File: src/rtl/byte_lane_deserializer_if.sv
// Serial byte stream in, four-lane frame out, for byte_lane_deserializer.
// The slave modport is the deserializer; the master modport is whatever feeds and drains it.
interface byte_lane_deserializer_if #(
  parameter int DATA_WIDTH = 8
);
  logic [DATA_WIDTH-1:0] in_data;
  logic                  in_valid;
  logic                  in_ready;
  logic                  in_flush;
  logic [DATA_WIDTH-1:0] out_a;
  logic [DATA_WIDTH-1:0] out_b;
  logic [DATA_WIDTH-1:0] out_c;
  logic [DATA_WIDTH-1:0] out_d;
  logic [2:0]            out_count;
  logic                  out_valid;
  logic                  out_ready;

  modport master (
    output in_data, in_valid, in_flush, out_ready,
    input  in_ready, out_a, out_b, out_c, out_d, out_count, out_valid
  );

  modport slave (
    input  in_data, in_valid, in_flush, out_ready,
    output in_ready, out_a, out_b, out_c, out_d, out_count, out_valid
  );
endinterface

File: src/rtl/byte_lane_deserializer.sv
// Packs a valid/ready byte stream into 4-lane frames, with flush-to-pad early close.
// Define BYTE_LANE_DESER_PINGPONG_EN to add a second collection buffer for 1 byte/cycle throughput.
module byte_lane_deserializer #(
  parameter int                    DATA_WIDTH = 8,
  parameter logic [DATA_WIDTH-1:0] FILL_VALUE = '0
) (
  input logic                    clk,
  input logic                    rst_n,
  byte_lane_deserializer_if.slave bus
);
  localparam int LANES = 4;
  typedef logic [DATA_WIDTH-1:0] lane_t;

  lane_t      base_lanes    [LANES];
  lane_t      fill_lanes    [LANES];
  lane_t      out_lanes_reg [LANES];
  logic [1:0] idx_reg;
  logic [1:0] idx_step;
  logic [2:0] count_reg;
  logic [2:0] close_count;
  logic       collect_en;
  logic       byte_xfer;
  logic       close;

  assign byte_xfer     = bus.in_valid && bus.in_ready;
  assign bus.out_a     = out_lanes_reg[0];
  assign bus.out_b     = out_lanes_reg[1];
  assign bus.out_c     = out_lanes_reg[2];
  assign bus.out_d     = out_lanes_reg[3];
  assign bus.out_count = count_reg;

  // Frame closes on the 4th byte, or on flush once at least one byte is (or is being) stored.
  always_comb begin
    close       = 1'b0;
    close_count = 3'd4;
    idx_step    = idx_reg;
    if (byte_xfer) begin
      if (idx_reg == 2'd3) begin
        close = 1'b1;
      end else if (bus.in_flush) begin
        close       = 1'b1;
        close_count = {1'b0, idx_reg} + 3'd1;
      end else begin
        idx_step = idx_reg + 2'd1;
      end
    end else if (collect_en && bus.in_flush && idx_reg != 2'd0) begin
      close       = 1'b1;
      close_count = {1'b0, idx_reg};
    end
  end

  genvar gi;
  generate
    for (gi = 0; gi < LANES; gi++) begin : g_fill
      assign fill_lanes[gi] = (byte_xfer && idx_reg == 2'(gi)) ? bus.in_data :
                              (close && 3'(gi) >= close_count) ? FILL_VALUE :
                              base_lanes[gi];
    end
  endgenerate

`ifdef BYTE_LANE_DESER_PINGPONG_EN
  lane_t      col_lanes_reg [LANES];
  logic [2:0] col_count_reg;
  logic       col_done_reg;
  logic       out_valid_reg;
  logic       out_free;

  assign collect_en    = !col_done_reg;
  assign bus.in_ready  = rst_n && collect_en;
  assign bus.out_valid = out_valid_reg;
  // Output slot is usable this edge if empty or being handed off right now.
  assign out_free      = !out_valid_reg || bus.out_ready;

  generate
    for (gi = 0; gi < LANES; gi++) begin : g_base
      assign base_lanes[gi] = col_lanes_reg[gi];
    end
  endgenerate

  always_ff @(posedge clk) begin
    if (!rst_n) begin
      for (int k = 0; k < LANES; k++) begin
        out_lanes_reg[k] <= '0;
        col_lanes_reg[k] <= '0;
      end
      count_reg     <= '0;
      col_count_reg <= '0;
      idx_reg       <= '0;
      col_done_reg  <= 1'b0;
      out_valid_reg <= 1'b0;
    end else begin
      if (out_valid_reg && bus.out_ready) out_valid_reg <= 1'b0;
      if (col_done_reg) begin
        if (out_free) begin
          for (int k = 0; k < LANES; k++) out_lanes_reg[k] <= col_lanes_reg[k];
          count_reg     <= col_count_reg;
          out_valid_reg <= 1'b1;
          col_done_reg  <= 1'b0;
        end
      end else begin
        for (int k = 0; k < LANES; k++) col_lanes_reg[k] <= fill_lanes[k];
        idx_reg <= close ? 2'd0 : idx_step;
        if (close) begin
          // Completed frame bypasses the collection buffer when the output can take it.
          if (out_free) begin
            for (int k = 0; k < LANES; k++) out_lanes_reg[k] <= fill_lanes[k];
            count_reg     <= close_count;
            out_valid_reg <= 1'b1;
          end else begin
            col_count_reg <= close_count;
            col_done_reg  <= 1'b1;
          end
        end
      end
    end
  end
`else
  typedef enum logic {FILL, FULL} state_t;

  state_t     state_reg;
  state_t     state_next;
  lane_t      lanes_next [LANES];
  logic [1:0] idx_next;
  logic [2:0] count_next;

  assign collect_en    = (state_reg == FILL);
  assign bus.in_ready  = rst_n && collect_en;
  assign bus.out_valid = (state_reg == FULL);

  generate
    for (gi = 0; gi < LANES; gi++) begin : g_base
      assign base_lanes[gi] = out_lanes_reg[gi];
    end
  endgenerate

  always_comb begin
    state_next = state_reg;
    idx_next   = idx_reg;
    count_next = count_reg;
    for (int k = 0; k < LANES; k++) lanes_next[k] = out_lanes_reg[k];
    case (state_reg)
      FILL: begin
        for (int k = 0; k < LANES; k++) lanes_next[k] = fill_lanes[k];
        idx_next = idx_step;
        if (close) begin
          state_next = FULL;
          idx_next   = 2'd0;
          count_next = close_count;
        end
      end
      FULL: begin
        if (bus.out_ready) state_next = FILL;
      end
      default: state_next = FILL;
    endcase
  end

  always_ff @(posedge clk) begin
    if (!rst_n) begin
      state_reg <= FILL;
      idx_reg   <= '0;
      count_reg <= '0;
      for (int k = 0; k < LANES; k++) out_lanes_reg[k] <= '0;
    end else begin
      state_reg <= state_next;
      idx_reg   <= idx_next;
      count_reg <= count_next;
      for (int k = 0; k < LANES; k++) out_lanes_reg[k] <= lanes_next[k];
    end
  end
`endif
endmodule

File: src/flat_wrapper.sv
// flat-port wrapper written by rule: the top's interface ports become plain ports
module byte_lane_deserializer_flat 
#(
  parameter int                    DATA_WIDTH = 8,
  parameter logic [DATA_WIDTH-1:0] FILL_VALUE = '0
)
  (clk, rst_n, bus_in_data, bus_in_valid, bus_in_flush, bus_out_ready, bus_in_ready, bus_out_a, bus_out_b, bus_out_c, bus_out_d, bus_out_count, bus_out_valid);
  byte_lane_deserializer_if #(.DATA_WIDTH(DATA_WIDTH)) bus_i ();
  input logic clk;
  input logic rst_n;
  input wire logic [$bits(bus_i.in_data)-1:0] bus_in_data;
  input wire logic [$bits(bus_i.in_valid)-1:0] bus_in_valid;
  input wire logic [$bits(bus_i.in_flush)-1:0] bus_in_flush;
  input wire logic [$bits(bus_i.out_ready)-1:0] bus_out_ready;
  output wire logic [$bits(bus_i.in_ready)-1:0] bus_in_ready;
  output wire logic [$bits(bus_i.out_a)-1:0] bus_out_a;
  output wire logic [$bits(bus_i.out_b)-1:0] bus_out_b;
  output wire logic [$bits(bus_i.out_c)-1:0] bus_out_c;
  output wire logic [$bits(bus_i.out_d)-1:0] bus_out_d;
  output wire logic [$bits(bus_i.out_count)-1:0] bus_out_count;
  output wire logic [$bits(bus_i.out_valid)-1:0] bus_out_valid;
  assign bus_i.in_data = bus_in_data;
  assign bus_i.in_valid = bus_in_valid;
  assign bus_i.in_flush = bus_in_flush;
  assign bus_i.out_ready = bus_out_ready;
  assign bus_in_ready = bus_i.in_ready;
  assign bus_out_a = bus_i.out_a;
  assign bus_out_b = bus_i.out_b;
  assign bus_out_c = bus_i.out_c;
  assign bus_out_d = bus_i.out_d;
  assign bus_out_count = bus_i.out_count;
  assign bus_out_valid = bus_i.out_valid;
  byte_lane_deserializer #(.DATA_WIDTH(DATA_WIDTH), .FILL_VALUE(FILL_VALUE)) u_core (.clk(clk), .rst_n(rst_n), .bus(bus_i));
endmodule
File: config.mk
export PLATFORM = sky130hd
export DESIGN_NAME = byte_lane_deserializer_flat
export DESIGN_NICKNAME = d
export VERILOG_FILES = /design/src/rtl/byte_lane_deserializer_if.sv /design/src/rtl/byte_lane_deserializer.sv /design/src/flat_wrapper.sv
export SDC_FILE = /design/constraint.sdc
export NUM_CORES = 1
export LEC_CHECK = 0
export CORE_ASPECT_RATIO = 2
export CORE_MARGIN = 4
export CORE_UTILIZATION = 44
export CTS_CLUSTER_SIZE = 40
export DETAILED_ROUTE_END_ITERATION = 6
export PLACE_DENSITY = 0.88
export SETUP_SLACK_MARGIN = 0.2
export SLEW_MARGIN = 15
export SYNTH_ARGS = -nofsm -noshare
export SYNTH_HDL_FRONTEND = slang
export SYNTH_SLANG_ARGS = --single-unit
File: constraint.sdc
create_clock -name clk -period 2.62 [get_ports clk]
set_input_delay 0.393 -clock clk [delete_from_list [all_inputs] [get_ports clk]]
set_output_delay 0.393 -clock clk [all_outputs]
set_load 0.01 [all_outputs]
# Word-level counts from Yosys, hierarchy flattened
# Memories as Yosys holds them, arrays and structs flattened.
# Cells that the tools add are included.
[totals]
elab_cells = 67
out_inout_bits = 37
regBits = 6
n_memories = 1
inputBits = 13
ramBits = 32
[mem_list]
columns = ["memory", "depth", "width", "rd", "rd_clocked_by_memory_dff", "write_ports", "line_no", "text"]
rows = [
  ["u_core.out_lanes_reg", 4, 8, 4, 0, 4, "byte_lane_deserializer.sv:16", "lane_t out_lanes_reg [LANES];"],
]
[op_classes]
n_bitwise = 5
n_addsub = 2
n_mux = 30
magnitude_cmp = 4
n_eq_ne = 5
n_reduce_logical = 17
[ops]
columns = ["operator", "count"]
rows = [
  ["$mux 8", 12],
  ["$mux 32", 1],
  ["$logic_and 1x1->1", 12],
  ["$mux 3", 4],
  ["$mux 1", 8],
  ["$mux 2", 4],
  ["$ge 1x3->1 const A", 2],
  ["$ge 2x3->1 const A", 2],
  ["$eq 2x2->1 const B", 2],
  ["$ne 2x1->1 const B", 2],
  ["$or 1x1->1", 4],
  ["$reduce_and 4->1", 1],
  ["$reduce_bool 2->1", 2],
  ["$add 2x1->3 const B", 1],
  ["$add 2x1->2 const B", 1],
  ["$eq 2x1->1 const B", 1],
  ["$logic_not 2->1", 1],
  ["$pmux 1 s2", 1],
  ["$reduce_and 2->1", 1],
  ["$not 1->1", 1],
]

# Depth between registers and ports, before layout
# Gate-level depths: netlist (run 1).
[depth]
ltp_word = 11
ltp_mapped = 8
ltp_nobuf = 6

# Worst setup path before layout (run 1)
# No wires, ideal clock.
[synth_path]
kind = "register to register"
startpoint = "register u_core.idx_reg[0]"
endpoint = "memory u_core.out_lanes_reg[1][0] (netlist name)"
setup_slack_ns = 0.521
path_stages_with_launch = 8
arrival_time_ns = 2.039
required_ns = 2.560
path_cell_list = "dfxtp_1 -> clkbuf_1 -> inv_1 -> ha_1 -> nand2b_1 -> or4_4 -> a311oi_4 -> a22o_1"
[synth_rtl]
columns = ["element", "line_no", "text"]
rows = [
  ["start, declared", "byte_lane_deserializer.sv:17", "logic [1:0] idx_reg;"],
  ["start signal, assigned", "byte_lane_deserializer.sv:166", "idx_reg <= idx_next;"],
  ["end, declared", "byte_lane_deserializer.sv:16", ""],
]

==> impl_metrics.json, run 1 <==
{
  "routed_wl_um": 3850,
  "vias": 1264,
  "pwr-share-comb_pct": 17.7,
  "fp.dieW_um": 48.7,
  "syn_nets": 144,
  "pwr-share-seq_pct": 50.0,
  "place_ws_ns": 0.262,
  "hold_viol": 0,
  "ys_ff_latch": 38,
  "peakVddDrop_mv": 0.387,
  "cts_resized": 0,
  "hold_path.class": "reg2reg",
  "status": "finished, final reports clean",
  "avgViaCountPerCell": 6.05,
  "p_switching_uw": 335,
  "async_reset_ff_share_pct": 0,
  "fillCellCount": 249,
  "critPathMaxFanout": 9,
  "ios": 50,
  "min_period_over_period_pct": 86.6,
  "clkSinkCount": 38,
  "synth_top_area_share_pct": 52.3,
  "p_per_area_nw_per_um2": 615,
  "finalNetCount": 194,
  "clockBufferDepth": 2,
  "finalSetupTns_ns": 0,
  "syn-instance-count": 127,
  "worst_pin_slew_ns": 0.671,
  "path_clk_slew_ns": 0.07,
  "grt-ovfl-total": 0,
  "multi_input_area_um2": 644,
  "cts_root_buf": "clkbuf_8",
  "drcViolationCount": 0,
  "clk_latency_ns": 0.29,
  "synth_edf_count": 0,
  "finalMaxSlewViolations": 0,
  "min_period_ns": 2.27,
  "io_buffers": 49,
  "critPathCaptureType": "flop",
  "grt_pass1_wl_um": 6180,
  "cts_made_buffers": 5,
  "p_clk_share_pct": 32.3,
  "arrival_ns": 2.50,
  "synthDistinctLibCells": 35,
  "antennaDiodeCount": 0,
  "largest_reg_flops": 32,
  "rsz0062_at_grt": "yes",
  "yosys-top-cells-count": "dfxtp_1 (38), a22o_1 (22), a32o_1 (10)",
  "yosysTopAreaCell": "dfxtp_1",
  "startpoint_type": "flop",
  "p_int_uw": 929,
  "grt_use_total_pct": 18.6,
  "switching_share_pct": 26.5,
  "cap_viol_max_count": 0,
  "path_class": "reg2reg",
  "slew_headroom_pct": 55.0,
  "die-area_um2": 4350,
  "power.leakage_nw": 0.780,
  "setup_slack_ns": 0.351,
  "core_area_um2": 3190,
  "synth_ff_type": "dfxtp_1",
  "synth-seq-area-share_pct": 52.3,
  "synth.most_common_cell": "dfxtp_1",
  "yosysWarnings": 0,
  "hold_buffers": 0,
  "core.rowCount": 29,
  "first_pass_iters": 4,
  "crit_required_ns": 2.86,
  "grt_max_degree": 12,
  "cts_setup_buffers": 0,
  "setup_violations": 0,
  "antenna_found_initial": 0,
  "fmax_ghz": 0.441,
  "place.detailed.hpwl_um": 3020,
  "hold_path_depth": 1,
  "seqCellArea_um2": 761,
  "initial_utilization_pct": 45.6,
  "synth_area_leaders": "dfxtp_1 (52%), a22o_1 (13%), a32o_1 (6.9%), ha_1 (3.4%), a311oi_4 (1.8%)",
  "wl_per_cell_um": 18.4,
  "final_layout_size_suffix_gt1_share_pct": 10.7,
  "p_total_mw": 1.26,
  "cts_tree": "built",
  "syn_area_um2": 1460,
  "syn_to_final_growth_pct": 41.3,
  "cts-htree-levels": 2,
  "clock_skew_ns": 0.00420,
  "grt_pass1_vias": 1289,
  "rr_worst_depth": 6,
  "die_h_um": 89.3,
  "syn_area_per_cell_um2": 11.5,
  "drtAntennaViolNets": 0,
  "drt_iter0_drc": 79,
  "gp_congestion": 0.912
}
==> layer usage <==
metal  vias up  track usage (%)  part of all wire (%)
met1       621             18.4                    37
met5         -                0                     0
met2        44             34.8                    55
li1        589                -                     -
met4         0             10.3                   3.0
met3        10             4.51                   5.0
==> cell type report <==
cell class              count  area share [%]
well taps                  31            1.89
clock buffers               7            4.20
repair buffers             51            24.6
inverters                   4           0.730
clock inverters             1           0.243
flip-flops and latches     38            37.0
multi-input cells          77            31.3
==> cells by family after synthesis <==
group | count (synthesis) | synth area share [%]
flip-flops | 38 | 52.3
AO/OA/AOI/OAI | 47 | 29.2
XOR/XNOR | 1 | 0.602
multiplexers | 1 | 0.688
adder cells (fa/ha/maj) | 4 | 3.44
AND/OR/NAND/NOR | 24 | 9.97
buffers and inverters | 12 | 3.78
==> power groups by stage <==
| stage | Clock, mW | Sequential (mW) | Combinational (mW) |
|---|---|---|---|
| 6_report | 0.408 | 0.632 | 0.224 |
| 5_1_grt | 0.442 | 0.636 | 0.241 |
| 4_1_cts | 0.419 | 0.632 | 0.223 |
| 3_5_place_dp | 0 | 0.645 | 0.222 |
| 3_3_place_gp | 0 | 0.643 | 0.214 |
| 2_1_floorplan | 0 | 0.645 | 0.115 |
==> critical path, stage by stage, from the launching register on <==
cell	delay, ns
dfxtp_1	0.53
inv_1	0.14
ha_1	0.25
nand2b_1	0.22
or4_4	0.47
a311oi_4	0.40
a22o_1	0.20
==> through the flow <==
stage / std cells / util, % / hold WS (ns) / instance area (µm²)
after floorplan: 127 / - / 0.497 / 1460
after detailed placement: 201 / 61.4 / 0.444 / 1960
final: 209 / 64.4 / 0.454 / 2060
after global placement: 201 / 61.4 / 0.435 / 1960
after global routing: 209 / 64.4 / 0.481 / 2060
after CTS: 209 / 64.2 / 0.461 / 2050
==> final timing paths <==
path	end	slack, ns	start
worst max-delay path	u_core.out_lanes_reg[1][4]	0.35	u_core.idx_reg[0]
worst min-delay path	u_core.bus.out_count[2]	0.45	u_core.bus.out_count[2]
worst max register to register	u_core.out_lanes_reg[1][4]	0.35	u_core.idx_reg[0]
worst min register to register	u_core.bus.out_count[2]	0.45	u_core.bus.out_count[2]
==> layout by cell type, fill, tap and decap left out, types with 2 or more instances in the layout <==
cell	instances
clkdlybuf4s50_1	49
dfxtp_1	38
a22o_1	22
a32o_1	10
clkbuf_8	6
nor2_1	5
inv_1	4
ha_1	4
nand2b_1	3
nand2_1	3
o211ai_1	2
a31oi_1	2
and2_1	2
and3_2	2
nor3_1	2
a21o_1	2
a21oi_1	2
buf_4	2
No activity file was read; power rests on OpenSTA's default activity.
==> run 2, diff against run 1 <==
- CTS_CLUSTER_DIAMETER: default -> 150
==> results of run 2 <==
Same layout as run 1: the final DEF is identical, and so are final timing and power.
==> run 3, diff against run 2 <==
- CELL_PAD_IN_SITES_DETAIL_PLACEMENT: default -> 0
- CELL_PAD_IN_SITES_GLOBAL_PLACEMENT: default -> 1
- CORE_UTILIZATION: 44 -> 34
- PLACE_DENSITY: 0.88 -> 0.89
==> impl_metrics.json, run 3 (synthesis results as in run 1) <==
{
  "status": "finished, final reports clean",
  "core_area_um2": 4130,
  "place.detailed.hpwl_um": 3190,
  "min_period_ns": 2.30,
  "arrival_ns": 2.53,
  "cts_root_buf": "clkbuf_8",
  "critPathCaptureType": "flop",
  "fin_cells": 230,
  "avgViaCountPerCell": 5.56,
  "fmax_ghz": 0.436,
  "largest_reg_flops": 32,
  "clockBufferDepth": 2,
  "routed_wl_um": 4080,
  "setup_violations": 0,
  "drcViolationCount": 0,
  "grt_max_degree": 13,
  "antennaDiodeCount": 0,
  "slew_headroom_pct": 60.2,
  "ios": 50,
  "worst_pin_slew_ns": 0.597,
  "grt_pass1_wl_um": 6270,
  "min_period_over_period_pct": 87.6,
  "utilization_pct": 50.5,
  "finalSetupTns_ns": 0,
  "final_layout_size_suffix_gt1_share_pct": 11.2,
  "power.leakage_nw": 0.779,
  "drt_iter0_drc": 44,
  "cts_made_buffers": 5,
  "core.rowCount": 33,
  "grt_pass1_vias": 1220,
  "drtAntennaViolNets": 0,
  "gp_congestion": 0.763,
  "fp.dieW_um": 54.3,
  "crit_chain": "inv_1, ha_1, nand2b_1, or4_4, a311oi_4, a22o_1",
  "rsz0062_at_grt": "yes",
  "clkSinkCount": 38,
  "initial_utilization_pct": 35.2,
  "syn_to_final_growth_pct": 43.3,
  "place_ws_ns": 0.239,
  "p_per_area_nw_per_um2": 610,
  "placed_cells": 222,
  "die-area_um2": 5450,
  "wl_per_cell_um": 17.7,
  "cp.buffers_inverters": 1,
  "layout_common_cells": "clkdlybuf4s50_1 (49), dfxtp_1 (38), a22o_1 (22)",
  "finalNetCount": 194,
  "mostFrequentLayoutCell": "clkdlybuf4s50_1",
  "clk_latency_ns": 0.29,
  "cts_tree": "built",
  "vias": 1278,
  "max_stage_delay_ns": 0.54,
  "worst-r2r-setup-slack_ns": 0.32,
  "crit_required_ns": 2.86,
  "hold_viol": 0,
  "cts-htree-levels": 2,
  "peakVddDrop_mv": 0.251,
  "path_class": "reg2reg",
  "grt_use_total_pct": 16.0,
  "grt-ovfl-total": 0,
  "finalMaxSlewViolations": 0,
  "setup_slack_ns": 0.324,
  "clock_skew_ns": 0.00735,
  "cpLargestDelayFamily": "simple AND/OR/NAND/NOR gates",
  "die_h_um": 101,
  "io_buffers": 49,
  "first_pass_iters": 5,
  "critPathMaxFanout": 9,
  "startpoint_type": "flop",
  "path_clk_slew_ns": 0.08,
  "antenna_found_initial": 0,
  "cap_viol_max_count": 0,
  "cp_slowest_cell": "dfxtp_1",
  "hold_path.class": "reg2reg"
}
-- run 3: changes by cell type in the layout (fill, tap and decap cells not counted) --
| cell | delta |
|---|---|
| clkbuf_1 | -1 |
| clkinvlp_4 | +1 |
-- run 3: what timing repair did --
action,in CTS,in global routing
hold buffers,0,0
endpoints found under the setup margin,0,8
resized for setup,0,1
buffers inserted,0,0
-- run 3: per-layer routing --
layer  share of wire, %  wire (µm)  track usage [%]
met2                 56       2300             29.5
met1                 34       1390             15.6
met3                7.0        284             3.26
met4                2.5        102             8.06
met5                  0          0                0
-- run 3: worst paths after layout --
check / startpoint / to / depth (start not counted)
max: u_core.idx_reg[0] / u_core.out_lanes_reg[1][2] / 6
min reg2reg: u_core.out_lanes_reg[0][6] / u_core.out_lanes_reg[0][6] / 1
min: u_core.out_lanes_reg[0][6] / u_core.out_lanes_reg[0][6] / 1
max reg2reg: u_core.idx_reg[0] / u_core.out_lanes_reg[1][2] / 6
-- run 3: cell type report --
type / instances / area, µm²
flip-flops and latches: 38 / 761
multi-input cells: 77 / 644
inverters: 4 / 15.0
fillers: 388 / 2040
well taps: 52 / 65.1
clock buffers: 6 / 82.6
repair buffers: 51 / 505
clock inverters: 2 / 12.5
-- run 3: worst reg2reg max path: cells and delay by family, from the launching register on --
kind,cells,cell delay (ns)
flops,1,0.54
buf+inv,1,0.14
fa+ha+maj,1,0.25
compound gates,2,0.61
simple gates,2,0.69
-- run 3: where the power goes --
group	switching [mW]	internal [mW]
sequential	0.0281	0.605
combinational	0.111	0.110
clock	0.207	0.211
total	0.346	0.927
-- run 3: per-stage QoR --
step           hold WS (ns)  area, µm²  power (mW)
2_1_floorplan         0.497       1460       0.760
3_3_place_gp          0.437       1990       0.858
3_5_place_dp          0.462       1990       0.866
4_1_cts               0.485       2080        1.28
5_1_grt               0.490       2090        1.32
6_report              0.483       2090        1.27
